### src/rtl/screenmem_arbiter.sv
// screenmem_arbiter: shares the single-port, synchronous-read screen RAM
// between the VGA tile fetch (absolute priority, one slot per tile) and a
// CPU req/ack port. The RAM returns data one clk after the address.
// Optional build macro: SCREENMEM_RANGE_CHECK_EN. When it is defined, CPU
// accesses to tile indices >= COLS*ROWS are acknowledged but never write,
// and reads of them return zero.
module screenmem_arbiter #(
    parameter int XBITS   = 10,
    parameter int YBITS   = 10,
    parameter int TW_LOG2 = 4,
    parameter int TH_LOG2 = 4,
    parameter int COLS    = 40,
    parameter int ROWS    = 30,
    parameter int AW      = 11,
    parameter int DW      = 4
) (
    input  logic             clk,
    input  logic             reset,
    input  logic             pix_tick,
    input  logic [XBITS-1:0] x,
    input  logic [YBITS-1:0] y,
    input  logic             activevideo,
    input  logic             cpu_req,
    input  logic             cpu_we,
    input  logic [AW-1:0]    cpu_addr,
    input  logic [DW-1:0]    cpu_wdata,
    output logic             cpu_ack,
    output logic [DW-1:0]    cpu_rdata,
    output logic [AW-1:0]    mem_addr,
    output logic             mem_we,
    output logic [DW-1:0]    mem_wdata,
    input  logic [DW-1:0]    mem_rdata,
    output logic [DW-1:0]    char_code,
    output logic             char_valid
);

    typedef enum logic [1:0] {IDLE, CPU_ACC, CPU_DONE} state_t;

    state_t          state_reg, state_next;
    logic            tick_d_reg;
    logic            disp_pending_reg;
    logic            acc_read_reg;
    logic            acc_oor_reg;
    logic [AW-1:0]   addr_reg;
    logic [DW-1:0]   char_code_reg;
    logic [DW-1:0]   cpu_rdata_reg;

    logic            disp_slot;
    logic            grant;
    logic            cpu_in_range;
    logic [AW-1:0]   disp_index;

    // Tile index is computed modulo 2^AW, which equals truncating the full product.
    assign disp_index = AW'(y >> TH_LOG2) * AW'(COLS) + AW'(x >> TW_LOG2);

    // Display owns the port on the first clk of the first pixel of each visible tile.
    assign disp_slot = !reset && tick_d_reg && activevideo && (x[TW_LOG2-1:0] == '0);

`ifdef SCREENMEM_RANGE_CHECK_EN
    localparam logic [31:0] TILES = 32'(COLS * ROWS);
    assign cpu_in_range = (32'(cpu_addr) < TILES);
`else
    assign cpu_in_range = 1'b1;
`endif

    // Next-state logic; the CPU is granted in IDLE only when the display is not fetching.
    always_comb begin
        state_next = state_reg;
        grant      = 1'b0;
        case (state_reg)
            IDLE: begin
                if (cpu_req && !disp_slot && !reset) begin
                    grant      = 1'b1;
                    state_next = CPU_ACC;
                end
            end
            CPU_ACC:  state_next = CPU_DONE;
            CPU_DONE: state_next = IDLE;
            default:  state_next = IDLE;
        endcase
    end

    // RAM address mux: display first, then a CPU grant, otherwise hold the last address.
    always_comb begin
        mem_addr = addr_reg;
        if (disp_slot) begin
            mem_addr = disp_index;
        end else if (grant) begin
            mem_addr = cpu_addr;
        end
    end

    assign mem_we     = grant && cpu_we && cpu_in_range;
    assign mem_wdata  = cpu_wdata;

    // Results are presented in the clk the RAM data arrives and held in registers afterwards.
    assign cpu_ack    = !reset && (state_reg == CPU_ACC);
    assign cpu_rdata  = (cpu_ack && acc_read_reg) ? (acc_oor_reg ? '0 : mem_rdata)
                                                  : cpu_rdata_reg;
    assign char_valid = !reset && disp_pending_reg;
    assign char_code  = char_valid ? mem_rdata : char_code_reg;

    // State, pixel-tick delay, pending-fetch flags and held output values.
    always_ff @(posedge clk) begin
        if (reset) begin
            state_reg        <= IDLE;
            tick_d_reg       <= 1'b0;
            disp_pending_reg <= 1'b0;
            acc_read_reg     <= 1'b0;
            acc_oor_reg      <= 1'b0;
            addr_reg         <= '0;
            char_code_reg    <= '0;
            cpu_rdata_reg    <= '0;
        end else begin
            state_reg        <= state_next;
            tick_d_reg       <= pix_tick;
            disp_pending_reg <= disp_slot;
            addr_reg         <= mem_addr;
            char_code_reg    <= char_code;
            cpu_rdata_reg    <= cpu_rdata;
            if (grant) begin
                acc_read_reg <= !cpu_we;
                acc_oor_reg  <= !cpu_in_range;
            end
        end
    end

endmodule

### config.mk
export PLATFORM = sky130hd
export DESIGN_NAME = screenmem_arbiter
export DESIGN_NICKNAME = d
export VERILOG_FILES = /design/src/rtl/screenmem_arbiter.sv
export SDC_FILE = /design/constraint.sdc
export NUM_CORES = 1
export LEC_CHECK = 0
export CORE_MARGIN = 10
export CORE_UTILIZATION = 62
export DETAILED_ROUTE_END_ITERATION = 8
export DONT_BUFFER_PORTS = 1
export PLACE_DENSITY = 0.77
export SLEW_MARGIN = 10
export SYNTH_ARGS = -nofsm -noshare
export SYNTH_HDL_FRONTEND = slang
export SYNTH_SLANG_ARGS = --single-unit
### constraint.sdc
create_clock -name clk -period 4.9 [get_ports clk]
set_input_delay 1.47 -clock clk [delete_from_list [all_inputs] [get_ports clk]]
set_output_delay 1.47 -clock clk [all_outputs]
set_load 0.05 [all_outputs]
==> results by group <==
STA
  – Actual slew at the worst max-slew pin: 1.02 ns
  – Fin worst setup slack: 0.0239 ns
  – Final setup violation count: 0
  – Minimum clock period: between 4 and 5 ns
  – Final Max Tran Viols: 0
  – Max_slew headroom: 31.8%
  – Fmax: 205 MHz
  – Fin crit share: 99.5%
  – Final hold vios: 0
  – RSZ-0062 raised after global routing: true
  – Layout Skew: 0.00441 ns

Critical path
  – Crit path cell chain: ha_1 > ha_2 > fa_2 > nand2_2 > nor2_2 > nor4b_4 > xnor2_2 > a21oi_2 > buf_12
  – Buf/Inv on CP: 1
  – Crit Path Class: input pin to primary output
  – Worst reg2reg setup slack: 2.80 ns
  – WP data required: 3.43 ns
  – Reg-to-Reg Start: state_reg[1]$_SDFFE_PP0P_
  – Critical Path Max Stage Delay: 0.55 ns
  – Critical Path Fanout Max: 3
  – Crit path launch type: input pin
  – Cell family with most CP delay: adder cells
  – Crit path DAT: roughly 3.4 ns
  – WP depth: 9
  – Critical path's slowest cell: fa_2
  – CP Capture Type: primary output
  – FF-to-FF End: addr_reg[1]$_SDFF_PP0_
  – Worst Reg-to-Reg Cells: 5

Clock network
  – Hold Buf Count CTS: 0
  – Root Buffer: clkbuf_4
  – CTS tree: built
  – Sink Count: 24
  – TritonCTS Buffers: 3
  – Clk_lat worst skew: roughly 0.30 ns
  – Clk pin slew, worst setup/hold paths: roughly 0.12 ns
  – Clock Tree Buf Depth: 2
  – H-tree levels: 1

Synth
  – Post-Synthesis Cells: 147
  – Yosys cell types: 31
  – Synthesis Warnings: 0
  – Seq/Total Area, Yosys: 33.0%
  – Async SR Flop Fraction: 0%
  – Top_reg_cell synth: dfxtp_1
  – Mapped Avg Cell Area: 9.92 sq um
  – Synth top area cells: dfxtp_1 (33%), ha_1 (9.4%), nor2b_1 (7.3%), mux2_2 (7.0%), mux2i_1 (5.5%)
  – Post-synth top cells: dfxtp_1 (24), nor2b_1 (17), ha_1 (11), a21oi_1 (9), mux2_2 (9)
  – Syn Nets: 205
  – Cell taking the most area after synthesis: dfxtp_1
  – Dominant cell by count in the synthesized netlist: dfxtp_1
  – Synth Register Bits: 24
  – Post-Syn Area: 1460 sq um
  – Post-synth EDFFs: 0
  – Top-area cell type share of the netlist area: 33.0%

Routing
  – Drt drc: 0
  – DR pass1 iterations: 4
  – Final WL: between 3000 and 4000 microns
  – Vias post-DR: a little over 1000
  – Post-route ant nets: 0
  – WL per Instance: 18.3 microns
  – Vias per cell: 5.78
  – Starting DRT DRC Count: 56

Pwr
  – Net Sw Power: between 100 and 150 uW
  – Int Pwr: 287 uW
  – Final total power: 425 uW
  – Worst VDD drop: 163 uV
  – Power share of the combinational group: 32.2%
  – Pwr Density: 265 nW/um^2
  – Clock group share of total power: 19.8%
  – Sw Share: between 30% and 40%
  – Leakage: around 0.66 nW
  – Share of power burned in registers: 48.0%

Finish
  – Final instance area: 1610 sq um
  – Fill cell count: 179
  – Final Net Count: 211
  – ANT cells: 0
  – Max FFs per register: 11
  – Final cell count without fillers: 179
  – FF/Latch Area: 480 sq um
  – Share of layout cells above drive strength 1: 28.5%
  – Area of the multi-input gates: between 900 and 1000 sq um
  – Area delta synth->final: 10.1%

Place
  – I/O Buffers: 0
  – Placer Congestion: ~0.8
  – Post-DP HPWL: ~2700 microns
  – Inst Count DP: 175
  – Pre-CTS setup slack: -0.121 ns
  – Post-place instance area: 1550 sq um

Worst hold path
  – Hold Startpoint: acc_read_reg$_SDFFE_PP0N_
  – Hold EP: acc_read_reg$_SDFFE_PP0N_
  – Hold path depth: 2
  – Classification of the worst-slack hold path: flop to flop

Global routing
  – Grt ovf: 0
  – Via count of the first global-routing pass: approximately 1100
  – Initial antenna violation count: 0
  – Tot GR Track Use: between 10% and 20%
  – First-pass GRT wire length: between 5000 and 6000 microns
  – Pin count of the biggest net entering global routing: 27

Floorplan
  – Num rows: 17
  – Die width: approximately 70 microns
  – Die H: 68.5 microns
  – Starting density of the core: roughly two thirds
  – Num ports: 71
  – Core Region: around 2200 sq um
  – Area of the die: 4690 sq um

Outcome
  – Status: finished clean

Flow run
  – MaxCap Viol Count: 0
## kinds of logic (layout without fill, tap and decap cells)
| family | count (synthesis) | count (layout) | share of synthesized area [%] |
|---|---|---|---|
| flip-flops | 24 | 24 | 33.0 |
| buffers and inverters | 13 | 17 | 5.75 |
| XOR/XNOR | 7 | 7 | 4.21 |
| adder cells (fa/ha/maj) | 13 | 13 | 12.2 |
| AO/OA/AOI/OAI | 25 | 25 | 11.2 |
| AND/OR/NAND/NOR | 48 | 48 | 21.2 |
| multiplexers | 17 | 17 | 12.4 |
## worst max-delay path by stage
stage,startpoint,end,slack (ns)
2_1_floorplan,y[5],mem_addr[10],-0.03
3_3_place_gp,y[5],mem_addr[9],-0.06
3_5_place_dp,y[5],mem_addr[9],-0.12
4_1_cts,y[5],mem_addr[9],0.003
5_1_grt,y[5],mem_addr[10],-0.06
6_report,y[5],mem_addr[10],0.02
## cells in the final DEF, fill, tap and decap left out, types with 2 or more instances in the layout
master and count:
nor3_1 2, a21oi_1 6, xor2_1 2, a21o_1 2, ha_1 10, a211oi_1 6
buf_12 2, and3_1 2, a21oi_2 3, mux2i_1 8, and2b_1 3, dfxtp_1 24
nand2_1 7, nor3b_1 2, nor4b_4 2, nor2b_1 17, nor3b_2 2, xnor2_1 4
clkbuf_4 3, o21ai_2 4, nor2_1 4, mux2_2 9, buf_4 10, o21ai_1 2
## metal layers
metal | routed length [microns] | global-route usage [%] | up-vias
li1 | - | - | 515
met1 | 1100 | 13.5 | 468
met2 | 1700 | 24.5 | 42
met3 | 422 | 7.83 | 10
met4 | 59 | 5.78 | 0
met5 | 0 | 0 | -
## power groups by stage
stage               logic [mW]  clock network (mW)  registers, mW
floorplan                0.114                   0          0.208
global placement         0.125                   0          0.208
finish                   0.137              0.0842          0.204
CTS                      0.129              0.0853          0.204
global route             0.148              0.0976          0.205
detailed placement       0.128                   0          0.209
## cell type report
cell class	instances	share of cell area [%]
sequential	24	29.9
timing repair buffer	12	7.17
inverter	2	0.468
tap	28	2.18
clock buffer	3	1.40
multi-input combinational	110	58.8
## worst reg2reg max path: stages, from the launching register on
cell	delay (ns)
dfxtp_1	0.38
nor4b_4	0.27
buf_4	0.28
mux2i_1	0.12
o21ai_1	0.79
nor2b_1	0.21
## through the flow
step | TNS (ns) | utilization [%] | hold WS [ns]
after floorplan | -0.0273 | - | 0.465
after global placement | -0.0574 | 69.3 | 0.481
after detailed placement | -0.121 | 69.3 | 0.506
after CTS | 0 | 70.5 | 0.527
after global routing | -0.0828 | 71.9 | 0.535
final | 0 | 71.9 | 0.518
## timing repair
item	in CTS	in global routing
resized for setup	1	6
endpoints found under the setup margin	1	2
pin swaps	0	4
buffers inserted	0	1
No activity file was read; power rests on OpenSTA's default activity.
